`src/rtl/bsg_manycore_host_link_mux_pkg.sv`:
```
// Shared types and helpers for the manycore host link mux and its credit counters.
package bsg_manycore_host_link_mux_pkg;

  typedef enum logic [0:0] {
    e_bad_x      = 1'b0,
    e_credit_ovf = 1'b1
  } host_link_err_e;

  function automatic int credit_width(input int max_credits);
    return $clog2(max_credits + 1);
  endfunction

  // Packets are zero-extended to 64 bits before extraction.
  function automatic logic [31:0] get_x(input logic [63:0] pkt,
                                        input int unsigned lsb,
                                        input int unsigned width);
    logic [63:0] mask;
    mask = (64'(1) << width) - 64'(1);
    return 32'((pkt >> lsb) & mask);
  endfunction

endpackage

```
`src/rtl/bsg_manycore_host_link_credit_ctr.sv`:
```
// Per-host saturating up/down credit counter; flags an increment attempted at the maximum.
module bsg_manycore_host_link_credit_ctr
  import bsg_manycore_host_link_mux_pkg::*;
#(
  parameter int max_credits_p = 16,
  localparam int width_lp = credit_width(max_credits_p)
) (
  input  logic                clk_i,
  input  logic                reset_i,
  input  logic                inc_i,
  input  logic                dec_i,
  output logic [width_lp-1:0] count_o,
  output logic                ovf_o
);

  localparam logic [width_lp-1:0] max_lp = width_lp'(max_credits_p);

  logic [width_lp-1:0] count_r;

  always_ff @(posedge clk_i) begin
    if (!reset_i) begin
      count_r <= max_lp;
    end else if (inc_i && !dec_i && (count_r != max_lp)) begin
      count_r <= count_r + 1'b1;
    end else if (dec_i && !inc_i && (count_r != '0)) begin
      count_r <= count_r - 1'b1;
    end
  end

  assign count_o = count_r;
  assign ovf_o   = inc_i & ~dec_i & (count_r == max_lp);

endmodule

```
`src/rtl/bsg_manycore_host_link_mux.sv`:
```
// Shares the manycore host io link among several hosts: round-robin request merge with
// per-host credits, and return steering by destination x coordinate.
module bsg_manycore_host_link_mux
  import bsg_manycore_host_link_mux_pkg::*;
#(
  parameter int num_host_p     = 4,
  parameter int fwd_width_p    = 32,
  parameter int rev_width_p    = 32,
  parameter int x_cord_width_p = 4,
  parameter int rev_x_lsb_p    = 0,
  parameter int host_x_base_p  = 0,
  parameter int max_credits_p  = 16,
  localparam int credit_width_lp = credit_width(max_credits_p)
) (
  input  logic                                        clk_i,
  input  logic                                        reset_i,
  input  logic [num_host_p-1:0]                       host_fwd_v_i,
  input  logic [num_host_p-1:0][fwd_width_p-1:0]      host_fwd_data_i,
  output logic [num_host_p-1:0]                       host_fwd_ready_o,
  output logic [num_host_p-1:0]                       host_rev_v_o,
  output logic [num_host_p-1:0][rev_width_p-1:0]      host_rev_data_o,
  input  logic [num_host_p-1:0]                       host_rev_ready_i,
  output logic                                        mc_fwd_v_o,
  output logic [fwd_width_p-1:0]                      mc_fwd_data_o,
  input  logic                                        mc_fwd_ready_i,
  input  logic                                        mc_rev_v_i,
  input  logic [rev_width_p-1:0]                      mc_rev_data_i,
  output logic                                        mc_rev_ready_o,
  output logic [num_host_p-1:0][credit_width_lp-1:0]  host_credits_o,
  output logic                                        error_o
);

  localparam int rr_width_lp = (num_host_p > 1) ? $clog2(num_host_p) : 1;

  logic                   fwd_v_r;
  logic [fwd_width_p-1:0] fwd_data_r;
  logic [rr_width_lp-1:0] rr_r;
  logic                   error_r;

  logic [num_host_p-1:0]  eligible, grant, inc, ovf;
  logic [rr_width_lp-1:0] gnt_idx, cand;
  logic                   found, load_en;
  int unsigned            j;

  for (genvar i = 0; i < num_host_p; i++) begin : g_credit
    assign eligible[i] = host_fwd_v_i[i] & (host_credits_o[i] != '0);

    bsg_manycore_host_link_credit_ctr #(
      .max_credits_p(max_credits_p)
    ) ctr (
      .clk_i  (clk_i),
      .reset_i(reset_i),
      .inc_i  (inc[i]),
      .dec_i  (host_fwd_ready_o[i]),
      .count_o(host_credits_o[i]),
      .ovf_o  (ovf[i])
    );
  end

  assign load_en = ~fwd_v_r | mc_fwd_ready_i;

  // Search starts one past the last winner so the previous grantee has lowest priority.
  always_comb begin
    grant   = '0;
    gnt_idx = '0;
    found   = 1'b0;
    j       = 0;
    cand    = '0;
    for (int unsigned off = 1; off <= num_host_p; off++) begin
      j    = (32'(rr_r) + off) % 32'(num_host_p);
      cand = rr_width_lp'(j);
      if (!found && eligible[cand]) begin
        found       = 1'b1;
        grant[cand] = 1'b1;
        gnt_idx     = cand;
      end
    end
  end

  assign host_fwd_ready_o = grant & {num_host_p{load_en}};

  always_ff @(posedge clk_i) begin
    if (!reset_i) begin
      fwd_v_r    <= 1'b0;
      fwd_data_r <= '0;
      rr_r       <= '0;
    end else if (load_en) begin
      if (found) begin
        fwd_v_r    <= 1'b1;
        fwd_data_r <= host_fwd_data_i[gnt_idx];
        rr_r       <= gnt_idx;
      end else begin
        fwd_v_r <= 1'b0;
      end
    end
  end

  assign mc_fwd_v_o    = fwd_v_r;
  assign mc_fwd_data_o = fwd_data_r;

  logic [31:0]               x_full;
  logic [x_cord_width_p-1:0] idx;
  logic [rr_width_lp-1:0]    sidx;
  logic                      idx_ok, bad_x;

  assign x_full = get_x(64'(mc_rev_data_i), rev_x_lsb_p, x_cord_width_p);
  assign idx    = x_cord_width_p'(x_full - 32'(host_x_base_p));
  assign idx_ok = (32'(idx) < 32'(num_host_p));
  assign sidx   = rr_width_lp'(idx);

  assign host_rev_data_o = {num_host_p{mc_rev_data_i}};

  always_comb begin
    host_rev_v_o   = '0;
    inc            = '0;
    mc_rev_ready_o = 1'b1;
    bad_x          = 1'b0;
    if (idx_ok) begin
      host_rev_v_o[sidx] = mc_rev_v_i;
      mc_rev_ready_o     = host_rev_ready_i[sidx];
      inc[sidx]          = mc_rev_v_i & host_rev_ready_i[sidx];
    end else begin
      bad_x = mc_rev_v_i;
    end
  end

  always_ff @(posedge clk_i) begin
    if (!reset_i) begin
      error_r <= 1'b0;
    end else if (bad_x || (|ovf)) begin
      error_r <= 1'b1;
    end
  end

  assign error_o = error_r;

endmodule

```
`config.mk`:
```
export PLATFORM = sky130hd
export DESIGN_NAME = bsg_manycore_host_link_mux
export DESIGN_NICKNAME = d
export VERILOG_FILES = /design/src/rtl/bsg_manycore_host_link_mux_pkg.sv /design/src/rtl/bsg_manycore_host_link_credit_ctr.sv /design/src/rtl/bsg_manycore_host_link_mux.sv
export SDC_FILE = /design/constraint.sdc
export NUM_CORES = 1
export LEC_CHECK = 0
export ABC_CLOCK_PERIOD_IN_PS = 12800
export CAP_MARGIN = 25
export CORE_AREA = 5 5 138 140
export DETAILED_ROUTE_END_ITERATION = 12
export DIE_AREA = 0 0 143 145
export PLACE_DENSITY = 0.84
export SLEW_MARGIN = 10
export SYNTH_ARGS = -nofsm -noshare
export SYNTH_HDL_FRONTEND = slang
export SYNTH_SLANG_ARGS = --single-unit
export TNS_END_PERCENT = 20
```
`constraint.sdc`:
```
create_clock -name clk_i -period 12.8 [get_ports clk_i]
set_clock_uncertainty 0.2 [all_clocks]
set_input_delay 1.92 -clock clk_i [delete_from_list [all_inputs] [get_ports clk_i]]
set_output_delay 1.92 -clock clk_i [all_outputs]
set_load 0.01 [all_outputs]
```
[Word level (Yosys, flattened, before mapping)]
Cells that the tools add are included.
Storage, ports and cells
  register bits: 56
  bits of input ports: 172
  output and inout bits: 191
  logic and storage cells: 158
Cells by class
  add/subtract/negate cells: 12
  $lt $le $gt $ge: 12
  equality and inequality tests: 8
  multiplexer cells: 47
  bitwise operators: 25
  reduce and logical (&&, ||, !) cells: 46
Operators by type and width (count)
  $bmux W32 S2: 1
  $mux W5: 8
  $mux W32: 1
  $logic_and A1 B1 Y1: 24
  $mux W4: 6
  $add A5 B1 Y5 const B: 4
  $eq A5 B5 Y1 const B: 4
  $ne A5 B5 Y1 const B: 4
  $reduce_bool A5 Y1: 4
  $sub A5 B1 Y5 const B: 4
  $lt A2 B3 Y1 const B: 6
  $mux W1: 17
  $and A1 B1 Y1: 13
  $and A4 B4 Y4: 3
  $or A4 B4 Y4: 3
  $logic_not A1 Y1: 11
  $bmux W1 S2: 5
  $demux W1 S2: 5
  $ge A2 B1 Y1 const B: 5
  $mux W2: 4
  $reduce_bool A2 Y1: 4
  $not A1 Y1: 5
  $add A2 B1 Y2 const B: 2
  $add A2 B2 Y2 const B: 2
  other kinds (5): 5

[Longest topological paths before layout]
Gate-level depths: netlist of run 1.
  depth in word-level cells: 20
  gate-level depth with buffers: 18
  mapped depth without buffers: 15

[Modules after synthesis]
From an unflattened synthesis of run 1, not the netlist that was laid out.
Unflattened totals
  cells, all modules: 610
  area total of the unflattened synthesis: 5432.7 µm²
Modules (own cells, without submodules)
  bsg_manycore_host_link_mux: times used 1, cells each 430, area each 3821.2 µm²
  bsg_manycore_host_link_credit_ctr: times used 4, cells each 45, area each 402.9 µm²

[Least setup slack after synthesis of run 1]
OpenSTA, ideal clock, no wires.
  path kind: input -> output
  from: input port host_fwd_v_i[3]
  to: output port host_fwd_ready_o[2]
  arrival: 3.645 ns
  data required time: 10.680 ns
  slack: 7.035 ns
  stages: 7
  path through: o21ai_1 > mux4_2 > buf_2 > o2111a_1 > o31ai_1 > nand2_1 > buf_4
On the way
  word-level cells in the longest chain between the ends: 14
  elaborated cells on any way between the ends: 26
Ends and longest elaborated chain
  start: declaration: line bsg_manycore_host_link_mux.sv:17  | input logic [num_host_p-1:0] host_fwd_v_i,
  $and A1 B1 Y1 *: line bsg_manycore_host_link_mux.sv:46  | assign eligible[i] = host_fwd_v_i[i] & (host_credits_o[i] != '0);
  $bmux W1 S2: line bsg_manycore_host_link_mux.sv:72  | if (!found && eligible[cand]) begin
  $mux W1 (not written as such): line bsg_manycore_host_link_mux.sv:72
  $mux W1: line bsg_manycore_host_link_mux.sv:72
  $logic_not A1 Y1: line bsg_manycore_host_link_mux.sv:72
  $logic_and A1 B1 Y1: line bsg_manycore_host_link_mux.sv:72
  $mux W1: line bsg_manycore_host_link_mux.sv:72
  $logic_not A1 Y1: line bsg_manycore_host_link_mux.sv:72
  $logic_and A1 B1 Y1: line bsg_manycore_host_link_mux.sv:72
  $mux W1: line bsg_manycore_host_link_mux.sv:72
  $logic_not A1 Y1: line bsg_manycore_host_link_mux.sv:72
  $logic_and A1 B1 Y1: line bsg_manycore_host_link_mux.sv:72
  $mux W4 *: line bsg_manycore_host_link_mux.sv:72
  $and A4 B4 Y4 *: line bsg_manycore_host_link_mux.sv:80  | assign host_fwd_ready_o = grant & {num_host_p{load_en}};
  end: declaration: line bsg_manycore_host_link_mux.sv:19  | output logic [num_host_p-1:0] host_fwd_ready_o,
Every way passes the cells marked *; elsewhere a longest branch is shown, timed or not. The select of a mux whose other input is x is not followed.

[Final worst setup path of run 1]
  from: input port host_fwd_v_i[2]
  to: output port host_fwd_ready_o[2]
Same word-level chain as after synthesis.

==> summary.txt, run 1 <==
Run status
  – Outcome: completed

Final layout
  – Fillers: 1736
  – Area Overhead vs Synth: 26.7%
  – Share of cells above drive strength 1: 8.53%
  – NumNets Final: 1029
  – Inserted Diodes: 0
  – Total area of sequential cells: 1120 um2
  – Post-route core utilization: 43.2%
  – Area of the multi-input gates: 3720 um2

Logic synthesis
  – Synth Net Count: 969
  – Number of distinct library cells after synthesis: 66
  – Top cells by area, synth: dfxtp_1 (19%), buf_4 (16%), a21oi_1 (9.7%), mux2_2 (5.6%), ha_1 (4.6%)
  – Yosys warnings: 0
  – Seq/Total Area, Yosys: 18.6%
  – Post-Syn Area: 6040 um2
  – Biggest area consumer among synthesized cells: dfxtp_1
  – Post-synth EDFFs: 0
  – Post-synth ARST share: 0%
  – Main synth FF type: dfxtp_1
  – Count leader, synth: buf_4
  – Top cell type's share of synthesized area: 18.6%
  – Synth Register Bits: 56
  – Top cells by count, synth: buf_4 (132), a21oi_1 (117), dfxtp_1 (56)
  – Cell count after synthesis: 771
  – Synthesized area per cell: 7.84 um2

Worst setup path
  – Kind of end point of the critical path: output port
  – Critical Path AT: 5240 ps
  – R2R depth: 13
  – Setup CP Type: input pin to output port
  – Critical Path RT: 10680 ps
  – Setup crit start kind: input pin
  – Maximum fanout along the worst path: 39

Placement
  – Final HPWL DP: 15.9 mm
  – Gp weighted congestion: 0.882
  – I/O Buffers: 222
  – DP Worst Slack: 5530 ps

Worst hold path
  – Type of the worst min-delay path: register to register
  – WHS Path Cells: 1

Route
  – Via count: 6255
  – Final wirelength: 21.2 mm
  – # DRC: 0
  – Vias per cell: 5.90
  – DR iter-0 viols: 357
  – Drt pass-1 iters: 5
  – Wire per inst: 19.9 um
  – Antenna Nets Post-Route: 0

Power
  – Worst vdd ir: 0.123 mV
  – Pleak: 2.80 nW
  – Pwr Density: 277 nW/um2
  – Power Total: 0.00212 W

STA
  – Final setup vio count: 0
  – RSZ-0062 raised after global routing: no
  – F_max: 136 MHz
  – Worst Tran Pin Value: 810 ps
  – Max-slew headroom: 45.5%
  – Period minus WS final: 7360 ps
  – Period utilization: 57.5%
  – Final setup TNS: 0 ps
  – Hold Vio Cnt, Final: 0
  – Max-slew violation count: 0
  – Setup ws final: 5440 ps

Job
  – Max Cap Viol: 0

GRT
  – Tot GR Track Use: 19.4%
  – Met1 usage: 21.7%
  – Met3 Resource Use GR: 5.73%
  – GR peak layer: met2
  – First-pass GRT wire length: 32.9 mm
  – Pin count of the biggest net entering global routing: 65
  – Initial antenna violation count: 2
  – GRT overflow: 0
  – Met2 usage: 33.9%
  – Number of global-route vias before repair: 6287

Clock tree
  – TritonCTS clock tree: yes
  – H-Tree Depth: 2
  – Clock insertion delay at the later pin of the skew report: 310 ps
  – Clock Path Buffers: 2
  – Hold-fix buffers, CTS: 0
  – Root Buffer Master: clkbuf_16
  – Postcts setup bufs: 0
  – Post-CTS Resized: 0
  – Num CTS Buffers: 5
  – CTS Sinks: 56
  – Clock-pin slew on the worst setup and hold paths: 80 ps

Die
  – Die span in y: 145 um
  – Die width: 143 um
  – Num ports: 363
  – Std-Cell Rows: 49
  – Core area: 17700 um2
  – Starting Density: 34.1%
  – Die Area: 20700 um2
[cell type report]
| class | instances | area share [%] |
|---|---|---|
| inverter | 17 | 0.833 |
| timing repair buffer | 231 | 29.9 |
| multi-input combinational | 520 | 48.6 |
| sequential | 56 | 14.6 |
| clock buffer | 5 | 1.63 |
| tap | 229 | 3.74 |
| clock inverter | 3 | 0.605 |
[registers in the layout, indices dropped and copies added, names as in the netlist]
register	flops
error_o	1
g_credit.ctr.count_o	20
mc_fwd_v_o	1
mc_fwd_data_o	32
rr_r	2
[routing by layer]
metal	routed length [um]	share of wire, %
met3	2090	9.9
met1	7760	37
met5	27	0.13
met4	772	3.6
met2	10500	50
[path summary, 6_finish.rpt]
kind	from	slack, ps	to
worst max-delay path	host_fwd_v_i[2]	5440	host_fwd_ready_o[2]
worst min-delay path	mc_fwd_data_o[15]$_SDFFE_PN0P_	310	mc_fwd_data_o[15]$_SDFFE_PN0P_
worst max register to register	rr_r[0]$_SDFFE_PN0P_	7070	g_credit[0].ctr.count_o[4]$_SDFFE_PN1P_
worst min register to register	mc_fwd_data_o[15]$_SDFFE_PN0P_	310	mc_fwd_data_o[15]$_SDFFE_PN0P_
[worst max-delay path, cell delays in order]
cell	delay, ps
clkdlybuf4s50_1	540
o21ai_1	210
mux4_2	880
o2111a_1	410
o31ai_1	460
nand2_1	270
clkdlybuf4s50_1	550
[cells in the final DEF (no fill, tap or decap), drive strengths merged, types with 7 or more instances in the layout]
master and count:
nor3 13, inv 18, and3 7, nand3 21
o221ai 30, mux2i 12, buf 9, nor2 20
o22ai 31, dfxtp 56, and2 13, ha 22
mux2 30, mux4 7, nand2 37, a21oi 117
clkdlybuf4s50 222, nor4 7, o21ai 52
[cell families after synthesis]
group                    count (synthesis)  synth area share [%]
buffers and inverters                  195                  20.5
multiplexers                            49                  10.2
AO/OA/AOI/OAI                          297                  31.5
AND/OR/NAND/NOR                        140                  12.3
XOR/XNOR                                 8                  1.16
flip-flops                              56                  18.6
adder cells (fa/ha/maj)                 26                  5.88
[report_power, final]
part           leakage [nW]  internal [W]  switching [W]
combinational          2.26      0.000713       0.000894
clock                0.0804     0.0000935      0.0000767
sequential            0.463      0.000258      0.0000870
[per-stage QoR]
step / cells / hold slack (ps) / instance area (um2)
after floorplan: 771 / 315 / 6040
after global placement: 1053 / 275 / 7480
after detailed placement: 1053 / 290 / 7480
after CTS: 1061 / 315 / 7660
after global routing: 1061 / 341 / 7660
final: 1061 / 313 / 7660
Note: power is estimated with default switching activity, not from simulation.
==> inputs of run 2 (changes only) <==
ABC_CLOCK_PERIOD_IN_PS = 6700   (was 12800)
CORE_AREA = not set   (was 5 5 138 140)
CORE_MARGIN = 5   (was not set)
CORE_UTILIZATION = 35   (was not set)
DIE_AREA = not set   (was 0 0 143 145)
PLACE_DENSITY = 0.88   (was 0.84)
clock period = 6.7 ns   (was 12.8 ns; I/O delays follow)
==> run 2 against run 1 <==
  * Clock-buffer cell count grew 2
  * Critical path depth is the same
  * Core utilization grew 1.9 points
  * Combinational power grew 96%
  * Total power grew 95%
  * Wire length grew 1.0%
  * First-iteration DRC count grew 11%
  * Final cell count shrank 0.28%
  * Worst setup slack lost 4200 ps
  * Critical path type unchanged
==> summary.txt, run 2 (synthesized netlist as in run 1, its figures left out) <==
GRT
  – Tot GR Track Use: 19.9% (+0.45 points)
  – First-pass GRT wire length: 32.4 mm (-1.4%)
  – Number of global-route vias before repair: 6101 (-3.0%)
  – Pin count of the biggest net entering global routing: 65 (unchanged)
  – Met3 Resource Use GR: 5.19% (-0.54 points)
  – Met2 usage: 35.5% (+1.7 points)
  – GRT overflow: 0 (unchanged)
  – Met1 usage: 22.9% (+1.2 points)
  – Initial antenna violation count: 1 (-1)
  – GR peak layer: met2

Route
  – Wire per inst: 20.2 um (+1.3%)
  – Drt pass-1 iters: 5 (unchanged)
  – Antenna Nets Post-Route: 0 (unchanged)
  – Final wirelength: 21.4 mm (+1.0%)
  – Via count: 6335 (+1.3%)
  – # DRC: 0 (unchanged)
  – Vias per cell: 5.99 (+1.6%)
  – DR iter-0 viols: 395 (+11%)

Worst setup path
  – Critical Path AT: 4280 ps (-960 ps)
  – Crit path depth: 7 (unchanged)
  – Critical Path RT: 5490 ps (-5190 ps)
  – Crit-path max cell delay: 890 ps (about the same)
  – Kind of end point of the critical path: output port
  – CP max-delay cell: mux4_2
  – Critical path's top delay family: buffers and inverters
  – Maximum fanout along the worst path: 39 (unchanged)
  – CP most frequent cell: clkdlybuf4s50_1
  – Setup CP Type: input pin to output port
  – Crit-path cells: clkdlybuf4s50_1 > o21ai_1 > mux4_2 > o2111a_1 > o31ai_1 > nand2_1 > clkdlybuf4s50_1
  – R2R depth: 13 (unchanged)
  – Setup crit start kind: input pin
  – CP bufs+invs: 2 (unchanged)

Die
  – Starting Density: 35.3% (+1.2 points)
  – Std-Cell Rows: 48 (-2.0%)
  – Num ports: 363 (unchanged)
  – Die span in y: 141 um (-2.5%)
  – Die width: 141 um (-1.1%)
  – Core area: 17100 um2 (-3.4%)
  – Die Area: 20000 um2 (-3.6%)

Clock tree
  – H-Tree Depth: 2 (unchanged)
  – Root Buffer Master: clkbuf_16
  – TritonCTS clock tree: yes
  – Clock Path Buffers: 2 (unchanged)
  – Clock insertion delay at the later pin of the skew report: 310 ps (about the same)
  – CTS Sinks: 56 (unchanged)
  – Clock-pin slew on the worst setup and hold paths: 70 ps (about the same)
  – Post-CTS Resized: 0 (unchanged)
  – Num CTS Buffers: 5 (unchanged)
  – Hold-fix buffers, CTS: 0 (unchanged)
  – Postcts setup bufs: 0 (unchanged)

Placement
  – Gp weighted congestion: 0.914 (+3.7%)
  – Final HPWL DP: 16.0 mm (+0.67%)
  – I/O Buffers: 222 (unchanged)
  – Inst Count DP: 1049 (-0.38%)

STA
  – Period minus WS final: 5480 ps
  – Hold Vio Cnt, Final: 0 (unchanged)
  – RSZ-0062 raised after global routing: no
  – Max-slew violation count: 0 (unchanged)
  – Final setup vio count: 0 (unchanged)
  – Final setup TNS: 0 ps (unchanged)
  – Hold slack: 320 ps (+6.94 ps)
  – Worst Tran Pin Value: 856 ps (+46.4 ps)
  – F_max: 182 MHz
  – Period utilization: 81.9%
  – Max-slew headroom: 42.9% (-2.6 points)

Final layout
  – Area Overhead vs Synth: 27.9%
  – Fillers: 1669 (-3.9%)
  – Share of cells above drive strength 1: 8.64% (+0.11 points)
  – Max reg flops: 32 (unchanged)
  – NumNets Final: 1030 (+0.097%)
  – Post-route core utilization: 45.1% (+1.9 points)
  – Non-Filler Instances: 1058 (-0.28%)
  – Most common cell after layout, fill and taps aside: clkdlybuf4s50_1
  – Inserted Diodes: 0 (unchanged)
  – Most frequent cells in the layout: clkdlybuf4s50_1 (222), a21oi_1 (117), dfxtp_1 (56)

Run status
  – Outcome: completed

Worst hold path
  – Type of the worst min-delay path: register to register
  – WHS Path Cells: 2 (+1)

Power
  – Pwr Density: 536 nW/um2 (+94%)
  – Pleak: 2.84 nW (+1.2%)
  – Worst vdd ir: 0.270 mV (+120%)

Job
  – Max Cap Viol: 0 (unchanged)
==> run 2: changes by cell type in the layout (fill, tap and decap cells not counted) <==
cell        before  now
buf_16           0    2
buf_4            9    7
buf_8            0    1
clkbuf_8         0    2
clkinvlp_4       1    0
inv_6            1    0
o21ai_2          2    1
o21ai_4          0    1
==> run 2: worst register-to-register path, stage by stage (launching register included) <==
cell and delay (ps):
dfxtp_1 780, inv_1 170, ha_1 560, mux4_2 750, o2111a_1 440, o31a_1 330
nor2_1 210, nand3_1 210, fa_1 460, a21o_1 170, a21oi_1 290, nor4_1 80
a2111oi_0 410, a31oi_1 70
==> run 2: layout make-up <==
cell class                 instances  area, um2  area share (%)
timing repair buffer             232       2340            30.4
tap                              225        282            3.64
sequential                        56       1120            14.5
inverter                          17       63.8           0.826
clock inverter                     1       30.0           0.389
clock buffer                       7        153            1.98
multi-input combinational        520       3730            48.3
==> run 2: metrics by stage <==
stage / setup slack [ps] / cell area (um2) / total power [W]
final: 1220 / 7720 / 0.00414
after floorplan: 2210 / 6040 / 0.00280
after detailed placement: 1190 / 7510 / 0.00377
after global routing: 1030 / 7720 / 0.00443
after global placement: 1300 / 7470 / 0.00364
after CTS: 1290 / 7700 / 0.00412
==> run 2: final timing paths <==
path	from	to	slack (ps)
max reg2reg	rr_r[0]$_SDFFE_PN0P_	g_credit[0].ctr.count_o[4]$_SDFFE_PN1P_	1440
min reg2reg	g_credit[1].ctr.count_o[2]$_SDFFE_PN0P_	g_credit[1].ctr.count_o[2]$_SDFFE_PN0P_	320
min	g_credit[1].ctr.count_o[2]$_SDFFE_PN0P_	g_credit[1].ctr.count_o[2]$_SDFFE_PN0P_	320
max	host_fwd_v_i[2]	host_fwd_ready_o[2]	1220
==> run 2: layer usage <==
| metal | wire (um) | vias to the layer above | part of all wire (%) |
|---|---|---|---|
| li1 | - | 2896 | - |
| met1 | 8100 | 3030 | 38 |
| met2 | 10700 | 356 | 50 |
| met3 | 1970 | 51 | 9.2 |
| met4 | 563 | 2 | 2.6 |
| met5 | 20 | - | 0.094 |
==> run 2: where the power goes <==
group          internal, W  switching (W)  leakage (nW)  total (W)
Sequential        0.000494       0.000172         0.463   0.000666
Clock             0.000198       0.000134        0.0901   0.000332
Combinational      0.00141        0.00174          2.28    0.00315
Total              0.00210        0.00205          2.84    0.00414
